**config.mk**
```make
export PLATFORM = sky130hd
export DESIGN_NAME = spi_slave_flat
export DESIGN_NICKNAME = d
export VERILOG_FILES = /design/src/rtl/spi_slave_pkg.sv /design/src/rtl/spi_slave_if.sv /design/src/rtl/spi_sync.sv /design/src/rtl/spi_slave.sv /design/src/flat_wrapper.sv
export SDC_FILE = /design/constraint.sdc
export NUM_CORES = 1
export LEC_CHECK = 0
export CAP_MARGIN = 20
export CORE_AREA = 2 2 81 91
export DETAILED_ROUTE_END_ITERATION = 8
export DIE_AREA = 0 0 83 93
export PLACE_DENSITY_LB_ADDON = 0.15
export SLEW_MARGIN = 25
export SYNTH_ARGS = -nofsm -noshare
export SYNTH_HDL_FRONTEND = slang
export SYNTH_SLANG_ARGS = --single-unit
```
**constraint.sdc**
```tcl
create_clock -name raw_clk -period 1.6 [get_ports raw_clk]
set_clock_uncertainty 0.2 [all_clocks]
set_input_delay 0.32 -clock raw_clk [delete_from_list [all_inputs] [get_ports raw_clk]]
set_output_delay 0.32 -clock raw_clk [all_outputs]
set_load 0.05 [all_outputs]
```
**src/rtl/spi_slave_pkg.sv**
```systemverilog
// Shared SPI definitions: FSM encodings, bus mode and word widths.
// The spi master uses the same width constants.
package spi_slave_pkg;

  localparam logic [1:0] ST_IDLE      = 2'd0;
  localparam logic [1:0] ST_SHIFT     = 2'd1;
  localparam logic [1:0] ST_WORD_DONE = 2'd2;

  // Mode 0: CPOL=0, CPHA=0
  localparam int unsigned SPI_MODE = 0;

  localparam int unsigned WORD_W8  = 8;
  localparam int unsigned WORD_W16 = 16;

  function automatic logic [4:0] word_bits(input logic wide);
    return wide ? 5'(WORD_W16) : 5'(WORD_W8);
  endfunction

endpackage

```
**src/rtl/spi_slave_if.sv**
```systemverilog
// Parallel-side handshake between the SPI slave and its host logic.
interface spi_slave_if;
  logic        width_16;
  logic [15:0] data_tx;
  logic        load_tx;
  logic [15:0] data_rx;
  logic        rx_valid;
  logic        rx_full;
  logic        rx_ack;
  logic        overrun;
  logic        busy;

  modport slave (
    input  width_16, data_tx, load_tx, rx_ack,
    output data_rx, rx_valid, rx_full, overrun, busy
  );

  modport master (
    output width_16, data_tx, load_tx, rx_ack,
    input  data_rx, rx_valid, rx_full, overrun, busy
  );
endinterface

```
**src/rtl/spi_sync.sv**
```systemverilog
// Multi-flop synchronizer for one asynchronous pin, with edge pulses
// derived from the synchronized level only.
module spi_sync #(
  parameter int unsigned SYNC_STAGES = 2,
  parameter logic        RESET_VAL   = 1'b0
) (
  input  logic clk_i,
  input  logic rst_i,
  input  logic d_i,
  output logic level_o,
  output logic rise_o,
  output logic fall_o
);

  logic [SYNC_STAGES-1:0] stage_q;
  logic                   prev_q;

  always_ff @(posedge clk_i) begin
    if (rst_i) begin
      stage_q <= {SYNC_STAGES{RESET_VAL}};
      prev_q  <= RESET_VAL;
    end else begin
      stage_q <= {stage_q[SYNC_STAGES-2:0], d_i};
      prev_q  <= stage_q[SYNC_STAGES-1];
    end
  end

  assign level_o = stage_q[SYNC_STAGES-1];
  assign rise_o  = level_o & ~prev_q;
  assign fall_o  = ~level_o & prev_q;

endmodule

```
**src/rtl/spi_slave.sv**
```systemverilog
// Mode-0 SPI slave, MSB first, 8/16-bit words, oversampled by raw_clk.
module spi_slave
  import spi_slave_pkg::*;
#(
  parameter int unsigned SYNC_STAGES = 2,
  parameter int unsigned MIN_HALF    = 4
) (
  input  logic       raw_clk,
  input  logic       reset,
  spi_slave_if.slave bus,
  input  logic       sclk_i,
  input  logic       mosi_i,
  input  logic       cs_n_i,
  output logic       miso_o
);

  logic sclk_rise, sclk_fall, cs_lvl, cs_fall, mosi_lvl;
  logic unused_sclk_lvl, unused_cs_rise, unused_mosi_rise, unused_mosi_fall;
  // Short sclk phases need no extra logic: cs_n high always forces IDLE.
  logic unused_cfg;
  assign unused_cfg = ^{MIN_HALF, SPI_MODE};

  spi_sync #(.SYNC_STAGES(SYNC_STAGES), .RESET_VAL(1'b0)) u_sync_sclk (
    .clk_i(raw_clk), .rst_i(reset), .d_i(sclk_i),
    .level_o(unused_sclk_lvl), .rise_o(sclk_rise), .fall_o(sclk_fall)
  );
  spi_sync #(.SYNC_STAGES(SYNC_STAGES), .RESET_VAL(1'b1)) u_sync_cs (
    .clk_i(raw_clk), .rst_i(reset), .d_i(cs_n_i),
    .level_o(cs_lvl), .rise_o(unused_cs_rise), .fall_o(cs_fall)
  );
  spi_sync #(.SYNC_STAGES(SYNC_STAGES), .RESET_VAL(1'b0)) u_sync_mosi (
    .clk_i(raw_clk), .rst_i(reset), .d_i(mosi_i),
    .level_o(mosi_lvl), .rise_o(unused_mosi_rise), .fall_o(unused_mosi_fall)
  );

  logic [1:0]  state_q, state_d;
  logic        width_q, width_d;
  logic [4:0]  cnt_q, cnt_d, cnt_inc;
  logic [15:0] tx_q, tx_d, rx_q, rx_d, hold_q, hold_d, data_rx_q, data_rx_d;
  logic        rx_valid_q, rx_valid_d, rx_full_q, rx_full_d, overrun_q, overrun_d;
  logic        word_done;

  assign cnt_inc   = cnt_q + 5'd1;
  assign word_done = (state_q == ST_WORD_DONE);

  always_comb begin
    state_d    = state_q;
    width_d    = width_q;
    cnt_d      = cnt_q;
    tx_d       = tx_q;
    rx_d       = rx_q;
    data_rx_d  = data_rx_q;
    rx_valid_d = 1'b0;
    hold_d     = bus.load_tx ? bus.data_tx : hold_q;
    case (state_q)
      ST_IDLE: begin
        if (cs_fall) begin
          state_d = ST_SHIFT;
          width_d = bus.width_16;
          cnt_d   = 5'd0;
          tx_d    = hold_q;
        end
      end
      ST_SHIFT: begin
        if (cs_lvl) begin
          state_d = ST_IDLE;
        end else if (sclk_rise) begin
          rx_d  = {rx_q[14:0], mosi_lvl};
          cnt_d = cnt_inc;
          if (cnt_inc == word_bits(width_q)) state_d = ST_WORD_DONE;
        end else if (sclk_fall && cnt_q != 5'd0) begin
          // Count 0 means the trailing fall of the previous word: keep the new MSB.
          tx_d = {tx_q[14:0], 1'b0};
        end
      end
      ST_WORD_DONE: begin
        data_rx_d  = width_q ? rx_q : {8'h00, rx_q[7:0]};
        rx_valid_d = 1'b1;
        if (cs_lvl) begin
          state_d = ST_IDLE;
        end else begin
          state_d = ST_SHIFT;
          cnt_d   = 5'd0;
          tx_d    = hold_q;
        end
      end
      default: state_d = ST_IDLE;
    endcase
  end

  always_comb begin
    rx_full_d = rx_full_q;
    overrun_d = overrun_q;
    if (word_done) rx_full_d = 1'b1;
    else if (bus.rx_ack) rx_full_d = 1'b0;
    if (word_done && rx_full_q && !bus.rx_ack) overrun_d = 1'b1;
    else if (bus.rx_ack) overrun_d = 1'b0;
  end

  always_ff @(posedge raw_clk) begin
    if (reset) begin
      state_q    <= ST_IDLE;
      width_q    <= 1'b0;
      cnt_q      <= 5'd0;
      tx_q       <= 16'h0;
      rx_q       <= 16'h0;
      hold_q     <= 16'h0;
      data_rx_q  <= 16'h0;
      rx_valid_q <= 1'b0;
      rx_full_q  <= 1'b0;
      overrun_q  <= 1'b0;
    end else begin
      state_q    <= state_d;
      width_q    <= width_d;
      cnt_q      <= cnt_d;
      tx_q       <= tx_d;
      rx_q       <= rx_d;
      hold_q     <= hold_d;
      data_rx_q  <= data_rx_d;
      rx_valid_q <= rx_valid_d;
      rx_full_q  <= rx_full_d;
      overrun_q  <= overrun_d;
    end
  end

  assign bus.data_rx  = data_rx_q;
  assign bus.rx_valid = rx_valid_q;
  assign bus.rx_full  = rx_full_q;
  assign bus.overrun  = overrun_q;
  assign bus.busy     = (state_q != ST_IDLE);
  assign miso_o = (state_q != ST_IDLE && !cs_lvl) ? (width_q ? tx_q[15] : tx_q[7]) : 1'b0;

endmodule
```
**src/flat_wrapper.sv**
```systemverilog
// flat-port wrapper written by rule: the top's interface ports become plain ports
module spi_slave_flat import spi_slave_pkg::*;
#(
  parameter int unsigned SYNC_STAGES = 2,
  parameter int unsigned MIN_HALF    = 4
)
  (raw_clk, reset, sclk_i, mosi_i, cs_n_i, miso_o, bus_width_16, bus_data_tx, bus_load_tx, bus_rx_ack, bus_data_rx, bus_rx_valid, bus_rx_full, bus_overrun, bus_busy);
  spi_slave_if bus_i ();
  input  logic raw_clk;
  input  logic reset;
  input  logic sclk_i;
  input  logic mosi_i;
  input  logic cs_n_i;
  output logic miso_o;
  input wire logic [$bits(bus_i.width_16)-1:0] bus_width_16;
  input wire logic [$bits(bus_i.data_tx)-1:0] bus_data_tx;
  input wire logic [$bits(bus_i.load_tx)-1:0] bus_load_tx;
  input wire logic [$bits(bus_i.rx_ack)-1:0] bus_rx_ack;
  output wire logic [$bits(bus_i.data_rx)-1:0] bus_data_rx;
  output wire logic [$bits(bus_i.rx_valid)-1:0] bus_rx_valid;
  output wire logic [$bits(bus_i.rx_full)-1:0] bus_rx_full;
  output wire logic [$bits(bus_i.overrun)-1:0] bus_overrun;
  output wire logic [$bits(bus_i.busy)-1:0] bus_busy;
  assign bus_i.width_16 = bus_width_16;
  assign bus_i.data_tx = bus_data_tx;
  assign bus_i.load_tx = bus_load_tx;
  assign bus_i.rx_ack = bus_rx_ack;
  assign bus_data_rx = bus_i.data_rx;
  assign bus_rx_valid = bus_i.rx_valid;
  assign bus_rx_full = bus_i.rx_full;
  assign bus_overrun = bus_i.overrun;
  assign bus_busy = bus_i.busy;
  spi_slave #(.SYNC_STAGES(SYNC_STAGES), .MIN_HALF(MIN_HALF)) u_core (.raw_clk(raw_clk), .reset(reset), .bus(bus_i), .sclk_i(sclk_i), .mosi_i(mosi_i), .cs_n_i(cs_n_i), .miso_o(miso_o));
endmodule
```
==> results.yml, run 1 <==
routing:
  drcViolationCount: 0
  viasPerCell: 5.09
  vias: 2519
  first_iter_violations: 69
  post_drt_wl_per_cell_um: 13.3
  wl_um: 6590
  ant_nets: 0
  first_pass_iters: 4
synthesis:
  yosysWarnings: 0
  yosys-top-cells-count: "83 x dfxtp_1, 58 x nand2_1, 53 x a21oi_1"
  syn_nets: 380
  yosys.cell_count.top_type: "dfxtp_1"
  synth_cells: 354
  netlist_area_um2: 3260
  ys_ff_latch: 83
  synth.top_cell.area_share_pct: 50.9
  synth_area_leaders: "dfxtp_1 51%, mux2i_1 9.8%, a21oi_1 8.1%"
  ys_async_sr_fraction_pct: 0
  yosysSeqAreaShare_pct: 50.9
  synth_area_leader_cell: "dfxtp_1"
  synth_flop_cell: "dfxtp_1"
  synth_cell_types: 36
  synth_edf_count: 0
  synth.avg_cell_area_um2: 9.21
sta:
  hold_viol_final: 0
  tns_ns: -1.03
  max_freq_ghz: 0.570
  worst_pin_slew_ns: 0.359
  slew_headroom_pct: 76.1
  slew_violations: 0
  rsz0062_at_grt: "yes"
  setup_violations: 19
  worst_slack_ns: -0.155
  min_period_ns: 1.75
  final.period_utilization_pct: 110
final_layout:
  nets: 431
  fin_cells: 495
  regArea_um2: 1680
  diodes: 0
  multiInputGateArea_um2: 1630
  syn_to_final_growth_pct: 39.0
  num-fill-cells: 545
  drive_above_1_share_pct: 29.8
  final_area_um2: 4530
placement:
  portBuffers: 44
  placed_cells: 477
  postPlaceCellArea_um2: 4130
  gp_congestion: 0.791
  dp_hpwl_um: 4330
floorplan:
  start_util_pct: 47.6
  die_y_um: 93
  rows: 32
  dieArea_um2: 7720
  io_pins: 45
  core_um2: 6850
  die-width_um: 83
global_route:
  grt_usage_pct: 17.6
  grt_overflow: 0
  grt_max_degree: 78
  grt_antenna_before_repair: 0
  grt_pass1_wl_um: 11200
  first_global_vias: 2485
worst_setup_path:
  crit_path_start_kind: "register"
  crit_path_end_kind: "output port"
  worstPathRequired_ns: 1.08
  crit_type: "reg2out"
  critPathArrivalTime_ns: 1.23
  worst-path-max-fanout: 4
clock_tree:
  clock-root-buffer: "clkbuf_8"
  path_clk_slew_ns: 0.08
  clk_latency_ns: 0.34
  clock_sinks: 83
  cts_max_level: 3
  cts_buffer_depth: 2
  postCtsHoldBufs: 0
  cts_tree: "done"
  cts_made_buffers: 9
power_and_ir_drop:
  p_per_area_nw_per_um2: 901
  power.total_uw: 4080
  p_leak_uw: 0.00173
  ir_worst_vdd_mv: 0.555
status:
  outcome: "complete, but fails checks"
  violations: "setup timing"
min_path:
  hp-class: "in2reg"
job:
  cap_viol_max_count: 0
-- cell usage in the layout, fill, tap and decap left out, types with 2 or more instances in the layout --
cell type | Yosys | routed
dfxtp_2 | 0 | 5
nor2b_1 | 7 | 6
nand2b_1 | 4 | 4
nand3_1 | 12 | 12
inv_1 | 5 | 2
or2_4 | 1 | 2
buf_6 | 2 | 4
bufinv_16 | 0 | 2
inv_2 | 0 | 3
clkinv_4 | 0 | 2
mux2i_1 | 32 | 31
nand2_1 | 58 | 58
clkdlybuf4s50_1 | 0 | 22
clkinv_2 | 0 | 3
a21oi_1 | 53 | 38
dfxtp_1 | 83 | 75
a21oi_2 | 0 | 14
a211oi_2 | 10 | 15
clkbuf_8 | 0 | 9
xor2_1 | 4 | 4
dfxtp_4 | 0 | 3
buf_4 | 0 | 14
nor2_1 | 26 | 25
buf_12 | 0 | 24
buf_8 | 0 | 2
or2_2 | 5 | 4
-- metal layers --
| metal | vias up | wire length (um) | track usage [%] |
|---|---|---|---|
| li1 | 1298 | - | - |
| met1 | 1169 | 2870 | 20.9 |
| met2 | 43 | 3420 | 31.1 |
| met3 | 9 | 220 | 4.32 |
| met4 | 0 | 85 | 5.87 |
| met5 | - | 0 | 0 |
-- power breakdown --
part           switching, uW  internal [uW]  total (uW)
Sequential              38.5           2110        2150
Clock                    738            876        1610
Combinational            148            170         318
-- cell families (layout without fill, tap and decap cells) --
family                   count (synthesis)  count (layout)  share of synthesized area [%]
AND/OR/NAND/NOR                        124             124                           17.3
multiplexers                            33              33                           10.2
AO/OA/AOI/OAI                           75              75                           15.1
adder cells (fa/ha/maj)                  2               2                          0.767
flip-flops                              83              83                           50.9
buffers and inverters                   32              88                           4.37
XOR/XNOR                                 5               5                           1.34
-- path summary, 6_finish.rpt --
check                                                  from                     endpoint  slack, ns  cells after the start
worst max register to register            u_core.state_q[0]              u_core.cnt_q[1]      -0.08                      6
worst min register to register  u_core.u_sync_cs.stage_q[0]  u_core.u_sync_cs.stage_q[1]       0.23                      1
worst min-delay path                                  reset      u_core.u_sync_cs.prev_q       0.15                      3
worst max-delay path                         u_core.width_q                       miso_o      -0.15                      3
-- worst max-delay path, cell delays in order, from the launching register on --
cell and delay, ns:
dfxtp_4 0.37, mux2i_2 0.16, nor3_4 0.19, buf_12 0.17
-- per-stage QoR --
stage	hold WS (ns)	setup WS (ns)	util, %
finish	0.147	-0.155	66.2
global route	0.158	-0.198	66.2
floorplan	0.189	-0.0954	-
global placement	0.199	-0.0140	60.4
CTS	0.147	-0.164	65.4
detailed placement	0.210	-0.0445	60.4
-- registers in the layout (all words and copies together), names as in the netlist --
register / count
u_core.width_q: 1
u_core.u_sync_sclk.prev_q: 1
u_core.bus.rx_valid: 1
u_core.u_sync_cs.prev_q: 1
u_core.tx_q: 16
u_core.hold_q: 16
u_core.bus.data_rx: 16
u_core.state_q: 2
u_core.bus.rx_full: 1
u_core.bus.overrun: 1
u_core.rx_q: 16
u_core.u_sync_sclk.stage_q: 2
u_core.u_sync_mosi.stage_q: 2
u_core.u_sync_cs.stage_q: 2
u_core.cnt_q: 5
-- final cells by class --
cell class / instances / share of cell area (%)
Clock buffer: 9 / 2.73
Clock inverter: 7 / 2.04
Inverter: 5 / 0.414
Multi-Input combinational cell: 239 / 35.9
Sequential cell: 83 / 37.0
Tap cell: 85 / 2.35
Timing Repair Buffer: 67 / 19.5
-- what timing repair did --
| item | CTS | global route |
|---|---|---|
| cloned | 0 | 1 |
| buffers inserted | 2 | 0 |
| endpoints found under the setup margin | 21 | 24 |
| pin swaps | 10 | 4 |
| endpoints found under the hold margin | 0 | 0 |
| gates resized for setup | 34 | 14 |
No activity file was read; power rests on OpenSTA's default activity.
==> run 2, diff against run 1 <==
PLACE_DENSITY = 0.76   (was not set)
PLACE_DENSITY_LB_ADDON = not set   (was 0.15)
SKIP_CTS_REPAIR_TIMING = 1   (was not set)
clock period = 1.55 ns   (was 1.6 ns; I/O delays follow)
==> run 2 against run 1 <==
Net effect: the run still ends with setup timing left; core utilization is 5.8 points higher; clock power is 20% higher; highest routed layer unchanged; final cell count is 3.8% higher; sequential share of layout area is 3.1 points lower; count of clock-buffer cells in the layout is 1 higher; first-iteration DRC count grew to 2.5 times the previous value.
==> results.yml, run 2 (synthesis results as in run 1) <==
clock_tree:
  cts_made_buffers: 9
  clk_latency_ns: 0.36
  cts_tree: "done"
  cts_max_level: 3
  clock-root-buffer: "clkbuf_8"
  clock_sinks: 83
  path_clk_slew_ns: 0.09
  cts_buffer_depth: 2
worst_setup_path:
  crit_path_end_kind: "output port"
  critPathArrivalTime_ns: 1.33
  worstRegToRegCells: 6
  worstPathRequired_ns: 1.04
  worst-path-max-fanout: 3
  crit_type: "reg2out"
  crit_path_start_kind: "register"
floorplan:
  die_y_um: 93
  core_um2: 6850
  die-width_um: 83
  start_util_pct: 47.6
  dieArea_um2: 7720
  io_pins: 45
  rows: 32
power_and_ir_drop:
  ir_worst_vdd_mv: 0.829
  p_per_area_nw_per_um2: 914
  p_leak_uw: 0.00195
sta:
  final.period_utilization_pct: 119
  min_period_ns: 1.84
  max_freq_ghz: 0.543
  worst_pin_slew_ns: 0.417
  slew_violations: 0
  fin_hold_ws_ns: 0.113
  rsz0062_at_grt: "yes"
  hold_viol_final: 0
  worst_slack_ns: -0.291
  slew_headroom_pct: 72.1
  setup_violations: 41
routing:
  ant_nets: 0
  viasPerCell: 5.44
  vias: 2796
  wl_um: 8600
  first_pass_iters: 4
  drcViolationCount: 0
  post_drt_wl_per_cell_um: 16.7
  first_iter_violations: 173
final_layout:
  fin_cells: 514
  final_area_um2: 4930
  num-fill-cells: 442
  syn_to_final_growth_pct: 51.2
  final_util_pct: 72.0
  final_common_cell: "dfxtp_1"
  regArea_um2: 1670
  drive_above_1_share_pct: 38.9
  nets: 450
  final_cell_mix: "77 x dfxtp_1, 38 x a21oi_1, 37 x nand2_1, 31 x mux2i_1, 25 x buf_12"
  diodes: 0
  multiInputGateArea_um2: 1780
placement:
  place_ws_ns: -0.187
  placed_cells: 483
  portBuffers: 44
  gp_congestion: 0.849
  dp_hpwl_um: 4500
  postPlaceCellArea_um2: 4200
global_route:
  grt_usage_pct: 18.7
  grt_pass1_wl_um: 11900
  grt_overflow: 0
  first_global_vias: 2519
  grt_max_degree: 78
  grt_antenna_before_repair: 0
min_path:
  min_path_cells: 2
  hp-class: "in2reg"
job:
  cap_viol_max_count: 0
status:
  violations: "setup timing"
  outcome: "complete, but fails checks"
-- run 2: layout make-up --
type	count	area share, %
Timing Repair Buffer	85	22.4
Tap cell	85	2.16
Multi-Input combinational cell	240	36.0
Sequential cell	83	33.9
Inverter	5	0.381
Clock buffer	10	2.79
Clock inverter	6	2.26
-- run 2: per-layer routing --
| layer | wire length (um) | part of all wire, % | vias up | track usage (%) |
|---|---|---|---|---|
| li1 | - | - | 1350 | - |
| met1 | 3800 | 44 | 1359 | 24.1 |
| met2 | 4370 | 51 | 69 | 30.6 |
| met3 | 273 | 3.2 | 18 | 3.71 |
| met4 | 165 | 1.9 | 0 | 8.06 |
| met5 | 0 | 0 | - | 0 |
-- run 2: worst max-delay path, stage by stage (launching register included) --
cell	delay (ns)
dfxtp_2	0.34
buf_6	0.13
mux2i_4	0.19
nor3_4	0.16
buf_12	0.16
-- run 2: path summary, 6_finish.rpt --
kind,from,endpoint,slack (ns)
hold / removal,reset,u_core.u_sync_cs.prev_q,0.11
hold reg to reg,u_core.u_sync_cs.stage_q[0],u_core.u_sync_cs.stage_q[1],0.21
setup reg to reg,u_core.cnt_q[3],u_core.tx_q[7],-0.16
setup / recovery,u_core.width_q,miso_o,-0.29
-- run 2: power breakdown --
part / internal [uW] / leakage, uW / switching [uW] / total [uW]
clock network: 1120 / 0.000128 / 822 / 1940
registers: 2180 / 0.000679 / 36.2 / 2220
logic: 180 / 0.00115 / 167 / 346
total: 3480 / 0.00195 / 1020 / 4510
-- run 2: stage by stage --
stage                     setup TNS, ns  total power, uW
final                             -3.56             4510
after global routing              -6.43             4640
after CTS                         -4.16             4450
after detailed placement          -3.21             2570
after global placement            -2.04             2560
after floorplan                   -2.30             2450
==> run 3, diff against run 2 <==
CORE_AREA = 2 2 77 86   (was 2 2 81 91)
DIE_AREA = 0 0 79 88   (was 0 0 83 93)
PLACE_DENSITY = 0.8   (was 0.76)
clock period = 2.25 ns   (was 1.55 ns; I/O delays follow)
==> run 3 against run 2 <==
Net effect: the run now ends clean; sequential share of layout area is 7.6 points higher; non-clock buffer count down 32; wire length shrank 24%; critical path depth is 3 lower; first-iteration DRC count decreased by 32%; largest cell class is now flip-flops and latches; largest power group unchanged; highest routed layer unchanged.
==> results.yml, run 3 (synthesis results as in run 1) <==
routing:
  drcViolationCount: 0
  viasPerCell: 5.23
  post_drt_wl_per_cell_um: 13.7
  first_pass_iters: 5
  first_iter_violations: 118
  wl_um: 6500
  ant_nets: 0
  vias: 2489
sta:
  rsz0062_at_grt: "no"
  setup_violations: 0
  worst_pin_slew_ns: 0.789
  slew_headroom_pct: 47.4
  max_freq_ghz: 0.458
  tns_ns: 0
  slew_violations: 0
  final.period_utilization_pct: 97.0
  min_period_ns: 2.18
  hold_viol_final: 0
global_route:
  grt_overflow: 0
  grt_usage_pct: 19.4
  grt_pass1_wl_um: 10600
  grt_max_degree: 78
  grt_antenna_before_repair: 0
  first_global_vias: 2377
worst_setup_path:
  worstPathRequired_ns: 1.60
  cp_slowest_cell: "clkdlybuf4s50_1"
  critPathBufInv: 1
  critPathMaxStageDelay_ns: 0.82
  cp_top_family: "buffers and inverters"
  path_cells: "clkdlybuf4s50_1"
  worst-path-max-fanout: 3
  crit_path_end_kind: "output port"
  crit_path_start_kind: "register"
  critPathArrivalTime_ns: 1.53
  crit_type: "reg2out"
floorplan:
  rows: 30
  start_util_pct: 53.6
  die-width_um: 79
  dieArea_um2: 6950
  die_y_um: 88
  io_pins: 45
  core_um2: 6080
clock_tree:
  cts_buffer_depth: 2
  clk_latency_ns: 0.34
  cts_max_level: 3
  clock_sinks: 83
  clock-root-buffer: "clkbuf_8"
  cts_tree: "done"
  cts_made_buffers: 9
  path_clk_slew_ns: 0.08
final_layout:
  final_util_pct: 65.8
  final_common_cell: "dfxtp_1"
  syn_to_final_growth_pct: 22.7
  diodes: 0
  final_cell_mix: "83 x dfxtp_1, 58 x nand2_1, 53 x a21oi_1, 41 x clkdlybuf4s50_1, 32 x mux2i_1"
  drive_above_1_share_pct: 12.1
  num-fill-cells: 493
  nets: 417
placement:
  portBuffers: 44
  gp_congestion: 0.826
  dp_hpwl_um: 4320
power_and_ir_drop:
  ir_worst_vdd_mv: 0.398
  p_leak_uw: 0.00150
  p_per_area_nw_per_um2: 725
min_path:
  hp-class: "in2reg"
job:
  cap_viol_max_count: 0
status:
  outcome: "finished clean"
-- run 3: cell types whose count changed in the layout (fill, tap and decap cells not counted), moves of 13 or more --
cell | before | now
buf_12 | 25 | 3
nand2_1 | 37 | 58
clkdlybuf4s50_1 | 22 | 41
nand2_2 | 17 | 0
a21oi_1 | 38 | 53
a21oi_2 | 15 | 0
buf_4 | 21 | 8
-- run 3: report_power, final --
part / internal [uW] / switching (uW)
Clock: 657 / 529
Combinational: 96.5 / 93.1
Sequential: 1510 / 20.5
-- run 3: through the flow --
step	total power (uW)	instance area, um2	cells	setup slack, ns	hold WS [ns]
5_1_grt	3020	4000	476	0.00463	0.198
4_1_cts	2920	4000	476	0.0531	0.187
3_3_place_gp	1750	3780	460	0.242	0.191
6_report	2900	4000	476	0.0671	0.197
2_1_floorplan	1680	3270	354	0.252	0.189
3_5_place_dp	1750	3780	460	0.161	0.203
-- run 3: layout make-up --
type,count,area [um2],share of cell area [%]
repair buffers,53,536,13.4
clock buffers,10,138,3.44
well taps,80,100,2.50
inverters,5,18.8,0.469
multi-input cells,239,1460,36.5
flip-flops and latches,83,1660,41.5
clock inverters,6,87.6,2.19
-- run 3: path summary, 6_finish.rpt --
check / endpoint / slack [ns] / start / cells past startpoint
setup reg to reg: u_core.tx_q[1] / 0.13 / u_core.cnt_q[0] / 6
hold / removal: u_core.u_sync_cs.prev_q / 0.20 / reset / 2
hold reg to reg: u_core.u_sync_cs.stage_q[1] / 0.22 / u_core.u_sync_cs.stage_q[0] / 1
setup / recovery: bus_rx_full / 0.07 / u_core.bus.rx_full / 1
-- run 3: per-layer routing --
metal	up-vias	GRT usage (%)	part of all wire, %
met5	-	0	0
li1	1275	-	-
met1	1152	22.8	45
met4	0	8.93	1.5
met3	7	5.15	4.0
met2	55	33.1	50
